<file path="config.mk">
export PLATFORM = sky130hd
export DESIGN_NAME = conv_result_writer
export DESIGN_NICKNAME = d
export VERILOG_FILES = /design/src/rtl/conv_result_writer.sv
export SDC_FILE = /design/constraint.sdc
export NUM_CORES = 1
export LEC_CHECK = 0
export ABC_AREA = 1
export BUFFER_PORTS_ARGS = -buffer_cell sky130_fd_sc_hd__buf_4
export CORE_UTILIZATION = 40
export DETAILED_ROUTE_END_ITERATION = 8
export PLACE_DENSITY = 0.74
export SLEW_MARGIN = 10
export SYNTH_ARGS = -nofsm -noshare
export SYNTH_HDL_FRONTEND = slang
export SYNTH_SLANG_ARGS = --single-unit
export TNS_END_PERCENT = 30
</file>
<file path="constraint.sdc">
create_clock -name clk -period 2.32 [get_ports clk]
set_input_delay 0.348 -clock clk [delete_from_list [all_inputs] [get_ports clk]]
set_output_delay 0.348 -clock clk [all_outputs]
set_load 0.01 [all_outputs]
</file>
<file path="src/rtl/conv_result_writer.sv">
// conv_result_writer: write-side address generator for a sliding-window
// convolution. Takes one result per window anchor in raster order and emits
// registered RAM write strobe/address/data at base_addr + row*OUT_W + col,
// then pulses frame_done alongside the final write.
module conv_result_writer #(
  parameter int H_WINDOW_LEN = 5,
  parameter int V_WINDOW_LEN = 5,
  parameter int H_IMAGE_LEN  = 30,
  parameter int V_IMAGE_LEN  = 30,
  parameter int DATA_W       = 32,
  parameter int ADDR_W       = 32
) (
  input  logic              clk,
  input  logic              rst,
  input  logic              start,
  input  logic [ADDR_W-1:0] base_addr,
  input  logic              in_valid,
  input  logic [DATA_W-1:0] in_data,
  output logic              in_ready,
  output logic              wr_en,
  output logic [ADDR_W-1:0] wr_addr,
  output logic [DATA_W-1:0] wr_data,
  output logic              busy,
  output logic              frame_done,
  output logic [15:0]       col_idx,
  output logic [15:0]       row_idx
);

  localparam int OUT_W = H_IMAGE_LEN - H_WINDOW_LEN + 1;
  localparam int OUT_H = V_IMAGE_LEN - V_WINDOW_LEN + 1;

  localparam logic [15:0] LAST_COL = 16'(OUT_W - 1);
  localparam logic [15:0] LAST_ROW = 16'(OUT_H - 1);

  localparam logic [1:0] S_IDLE = 2'd0;
  localparam logic [1:0] S_RUN  = 2'd1;
  localparam logic [1:0] S_DONE = 2'd2;

  logic [1:0]        state_q,   state_d;
  logic [ADDR_W-1:0] addr_q,    addr_d;
  logic [15:0]       col_q,     col_d;
  logic [15:0]       row_q,     row_d;
  logic              wr_en_q,   wr_en_d;
  logic [ADDR_W-1:0] wr_addr_q, wr_addr_d;
  logic [DATA_W-1:0] wr_data_q, wr_data_d;

  // Next-state: frame arming, beat acceptance with raster index stepping, DONE hand-off
  always_comb begin
    state_d   = state_q;
    addr_d    = addr_q;
    col_d     = col_q;
    row_d     = row_q;
    wr_en_d   = 1'b0;
    wr_addr_d = wr_addr_q;
    wr_data_d = wr_data_q;
    case (state_q)
      S_IDLE: begin
        if (start) begin
          state_d = S_RUN;
          addr_d  = base_addr;
          col_d   = '0;
          row_d   = '0;
        end
      end
      S_RUN: begin
        // in_ready is high throughout RUN, so in_valid alone means acceptance
        if (in_valid) begin
          wr_en_d   = 1'b1;
          wr_addr_d = addr_q;
          wr_data_d = in_data;
          addr_d    = addr_q + ADDR_W'(1);
          if (col_q == LAST_COL) begin
            col_d = '0;
            row_d = row_q + 16'd1;
            if (row_q == LAST_ROW) begin
              state_d = S_DONE;
            end
          end else begin
            col_d = col_q + 16'd1;
          end
        end
      end
      S_DONE: begin
        state_d = S_IDLE;
        col_d   = '0;
        row_d   = '0;
      end
      default: begin
        state_d = S_IDLE;
      end
    endcase
  end

  // State and output registers; reset abandons any partial frame
  always_ff @(posedge clk) begin
    if (rst) begin
      state_q   <= S_IDLE;
      addr_q    <= '0;
      col_q     <= '0;
      row_q     <= '0;
      wr_en_q   <= 1'b0;
      wr_addr_q <= '0;
      wr_data_q <= '0;
    end else begin
      state_q   <= state_d;
      addr_q    <= addr_d;
      col_q     <= col_d;
      row_q     <= row_d;
      wr_en_q   <= wr_en_d;
      wr_addr_q <= wr_addr_d;
      wr_data_q <= wr_data_d;
    end
  end

  assign in_ready   = (state_q == S_RUN);
  assign busy       = (state_q == S_RUN) || (state_q == S_DONE);
  assign frame_done = (state_q == S_DONE);
  assign wr_en      = wr_en_q;
  assign wr_addr    = wr_addr_q;
  assign wr_data    = wr_data_q;
  assign col_idx    = col_q;
  assign row_idx    = row_q;

endmodule

</file>
After elaboration in Yosys (flattened, before gate mapping). Cells that the tools add are included. W data, S select, Z words.

Register bits after elaboration: 131. Input port bits: 68. Logic and storage cells: 45.

$add $sub $neg: 3. Eq/ne operators: 8. Multiplexer cells: 16. Bitwise operators: 1. Reductions and logical operators: 10.

Operators by type and width (number): $pmux W16 S3 (2); $mux W16 (5); $mux W32 (2); $pmux W32 S2 (1); $add A16 B1 Y16 const B (2); $add A32 B1 Y32 const B (1); $eq A16 B5 Y1 const B (2); $mux W2 (4); $reduce_and A4 Y1 (2); $reduce_and A3 Y1 (2); $ne A2 B1 Y1 const B (2); $ne A2 B2 Y1 const B (2); $pmux W2 S2 (1); $reduce_bool A3 Y1 (1); $eq A2 B1 Y1 const B (1); $eq A2 B2 Y1 const B (1); $logic_not A2 Y1 (1); $reduce_and A2 Y1 (1); $reduce_bool A2 Y1 (1); $reduce_or A2 Y1 (1); $logic_or A1 B1 Y1 (1); $mux W1 (1); $not A1 Y1 (1).

Longest topological paths before layout.
Depth after elaboration: 5. Depth in mapped cells: 11. Depth with buffers taken out: 11.

Worst setup path before layout. OpenSTA, ideal clock, no wires.

Kind: register to register. From: register state_q[1]. To: register addr_q[5]. Arrival: 1.519 ns. Required time: 2.250 ns. Setup slack: 0.730 ns. Cell stages (with the launch flop): 9. Buffers on the path: 3. Clock period less this slack: 1.590 ns. Cell sequence: dfxtp_1 > inv_1 > ha_1 > buf_2 > o21ai_2 > buf_4 > buf_4 > nand2_1 > a21oi_1.

Longest elaborated chain between the ends: 3.

RTL lines: from (decl) (RTL line 39) `logic [1:0] state_q, state_d;`; from (signal assigned) (RTL line 105) `state_q <= state_d;`; $eq A2 B1 Y1 *; net in_ready (RTL line 19) `output logic in_ready,`; $ne A2 B2 Y1 (no source line) / $reduce_bool A2 Y1 (equally long branches); $reduce_and A3 Y1 (no source line); to (signal assigned) (RTL line 106) `addr_q <= addr_d;`; to (decl) (RTL line 40) `logic [ADDR_W-1:0] addr_q, addr_d;`.

The timed path passes the listed nets; every way through them passes the cells marked *. A chain may end at the register's enable or synchronous reset.

Worst setup path in the final report.
From: register state_q[1]. To: register col_q[7] (netlist: col_idx[7]).

Longest elaborated chain between the ends: 3.

RTL lines: $eq A2 B1 Y1 (tied with other cells) (RTL line 56) `case (state_q)`; $ne A2 B2 Y1 (no source line) / $reduce_bool A3 Y1 (equally long branches); $reduce_and A3 Y1 (no source line); to (signal assigned) (RTL line 107) `col_q <= col_d;`; to (decl) (RTL line 41) `logic [15:0] col_q, col_d;`.

Several ways; a longest one is shown, not always the timed one.

==> metrics.txt <==
Slew headroom 0.647; share of cells above drive strength 1 0.209; Die Width around 130 um; Power Density approximately 1000 mW/mm^2; global-route wire length before repair 31,200 um; CTS Hold Buffers Added 0; min Tclk post-route just under 2 ns; FP Rows 46; grt total ovfl 0; DR pass1 iterations 5; final setup fails 0; Post-CTS Setup Bufs 0; Peak VDD IR 644 uV; Die ar. ~0.017 sq mm; slowest stage delay, CP approximately 0.35 ns; Mapped Area between 0.006 and 0.007 sq mm; syn nets about 1,100; DP Wirelength roughly 14,000 um; RSZ-0062 raised after global routing false; DIE HEIGHT 131 um; Synthesis Warnings 0; clock root cell clkbuf_16; # Max-Cap Violations 0; Buffers on Ports approximately 170; total track usage 0.220; Buf+Inv Stages, Crit Path 2; worst slack at placement between 0.3 and 0.4 ns; Routed Antenna Nets 0; I/O pins about 170; Unique masters post-synth 40; Max FO, Critical Path 10; routed length per instance approximately 13 um; # nets final roughly 1,300; commonest non-fill, non-tap cells in the layout nand2_1 (233), nor2_1 (216), buf_4 (177); final wirelength roughly 19,000 um; ys async rst share 0; CTS resizes 0; Post-Synthesis Cells roughly 1,000; Top FF cell, synth dfxtp_1; core area 0.0161 sq mm; Worst-Skew Late Latency around 0.43 ns; CP endpoint kind flop; worst path required time between 2 and 3 ns; Max Freq about 510 MHz; via count between 7,000 and 8,000; largest net degree at the start of global routing 46; Clock Path Buffers 2; Final Hold Fails 0; clk sinks around 130; Pins Over Slew Limit 0; Final Cycle Share 0.840; vias per cell roughly 5; Leakage around 3.6 nW; Area Overhead vs Synth 30.3%; type of origin of the critical path flop; synthesized area per cell 6.47 sq um; Starting Density 0.416; CTS Buf Count 17; CTS tree built; vias in the first global route roughly 6,400; clock slew at reported path FFs around 0.06 ns; H-tree depth 4; post-synthesis sequential area ratio 0.391; CP most frequent cell nand2_1; Final Util 0.542; worst slew pin tran between 0.5 and 0.6 ns; Worst Hold Class primary input to flop; Setup Crit Path Kind flop to flop; CP cell instances inv_1 -> ha_2 -> nand2_1 -> nand2_1 -> nor2_2 -> inv_2 -> nor2_2 -> nand2_1 -> or2_0 -> a21oi_1; Worst EP arrival between 2 and 2.5 ns; final worst slack 0.372 ns; initial antenna violation count 0; total negative setup slack 0 ns; clk_skew just under 0.007 ns; # DRC 0; Finished Cell Area ~0.0087 sq mm; commonest non-fill, non-tap cell in the layout nand2_1; placed instance area between 0.008 and 0.009 sq mm; crit-path leading delay family simple AND/OR/NAND/NOR gates; slowest CP cell dfxtp_1; Initial DRC Count a little under 500; number of enable flip-flop cells after synthesis 0; Synth Register Bits ~130; status complete, no violations; number of diodes 0; GP Congestion 0.933
==> kinds of logic (layout without fill, tap and decap cells) <==
group | Yosys count | count (layout) | synth area share
simple gates | 567 | 567 | 0.356
buf+inv | 132 | 298 | 0.0805
xor+xnor | 8 | 8 | 0.0105
fa+ha+maj | 10 | 10 | 0.0187
compound gates | 187 | 187 | 0.143
flops | 131 | 131 | 0.391
==> cell usage after synthesis (11+ instances only) <==
master      n  area (sq um)
a21oi_1    80           400
buf_2      11          55.1
clkbuf_1   27           101
dfxtp_1   131          2620
inv_1      79           297
nand2_1   233           875
nand3_1    60           300
nand4_1    12          75.1
nor2_1    216           811
o21ai_0    87           435
==> worst min-delay path: stages <==
cell     delay (ns)
buf_4          0.08
o21ai_1        0.06
nor2_1         0.07
==> final cells by class <==
cell class | count | area (sq um)
timing repair buffer | 179 | 1370
fill | 1618 | 7380
tap | 216 | 270
multi-input combinational | 772 | 3540
inverter | 87 | 327
clock inverter | 14 | 163
clock buffer | 18 | 439
sequential | 131 | 2620
==> metrics by stage <==
stage                     hold WS [ns]  total power (W)  instances
after floorplan                  0.457          0.00530       1035
after global placement           0.464          0.00634       1385
after detailed placement         0.474          0.00640       1385
after CTS                        0.163          0.00915       1417
after global routing             0.175          0.00973       1417
final                            0.170          0.00911       1417
==> where the power goes <==
group | total (W) | internal (W) | switching, W
combinational | 0.00312 | 0.00120 | 0.00192
sequential | 0.00326 | 0.00278 | 0.000480
clock | 0.00274 | 0.00171 | 0.00103
total | 0.00911 | 0.00569 | 0.00343
==> path summary, 6_finish.rpt <==
check                                  from          end  slack [ns]  cells after the start
worst max-delay path             state_q[1]   col_idx[7]        0.37                     10
worst min-delay path            in_data[20]  wr_data[20]        0.17                      3
worst max register to register   state_q[1]   col_idx[7]        0.37                     10
worst min register to register   wr_data[1]   wr_data[1]        0.48                      2
==> state kept, by name (all words and copies together) (netlist names) <==
register / count
wr_en: 1
wr_data: 32
addr_q: 32
wr_addr: 32
row_idx: 16
col_idx: 16
state_q: 2
==> routing by layer <==
metal,up-vias,share of wire,GRT usage
met2,270,0.45,0.347
li1,3621,-,-
met4,0,0.018,0.0801
met3,33,0.072,0.0475
met1,3215,0.46,0.295
met5,-,0,0
Power figures use the tool's default switching activity.
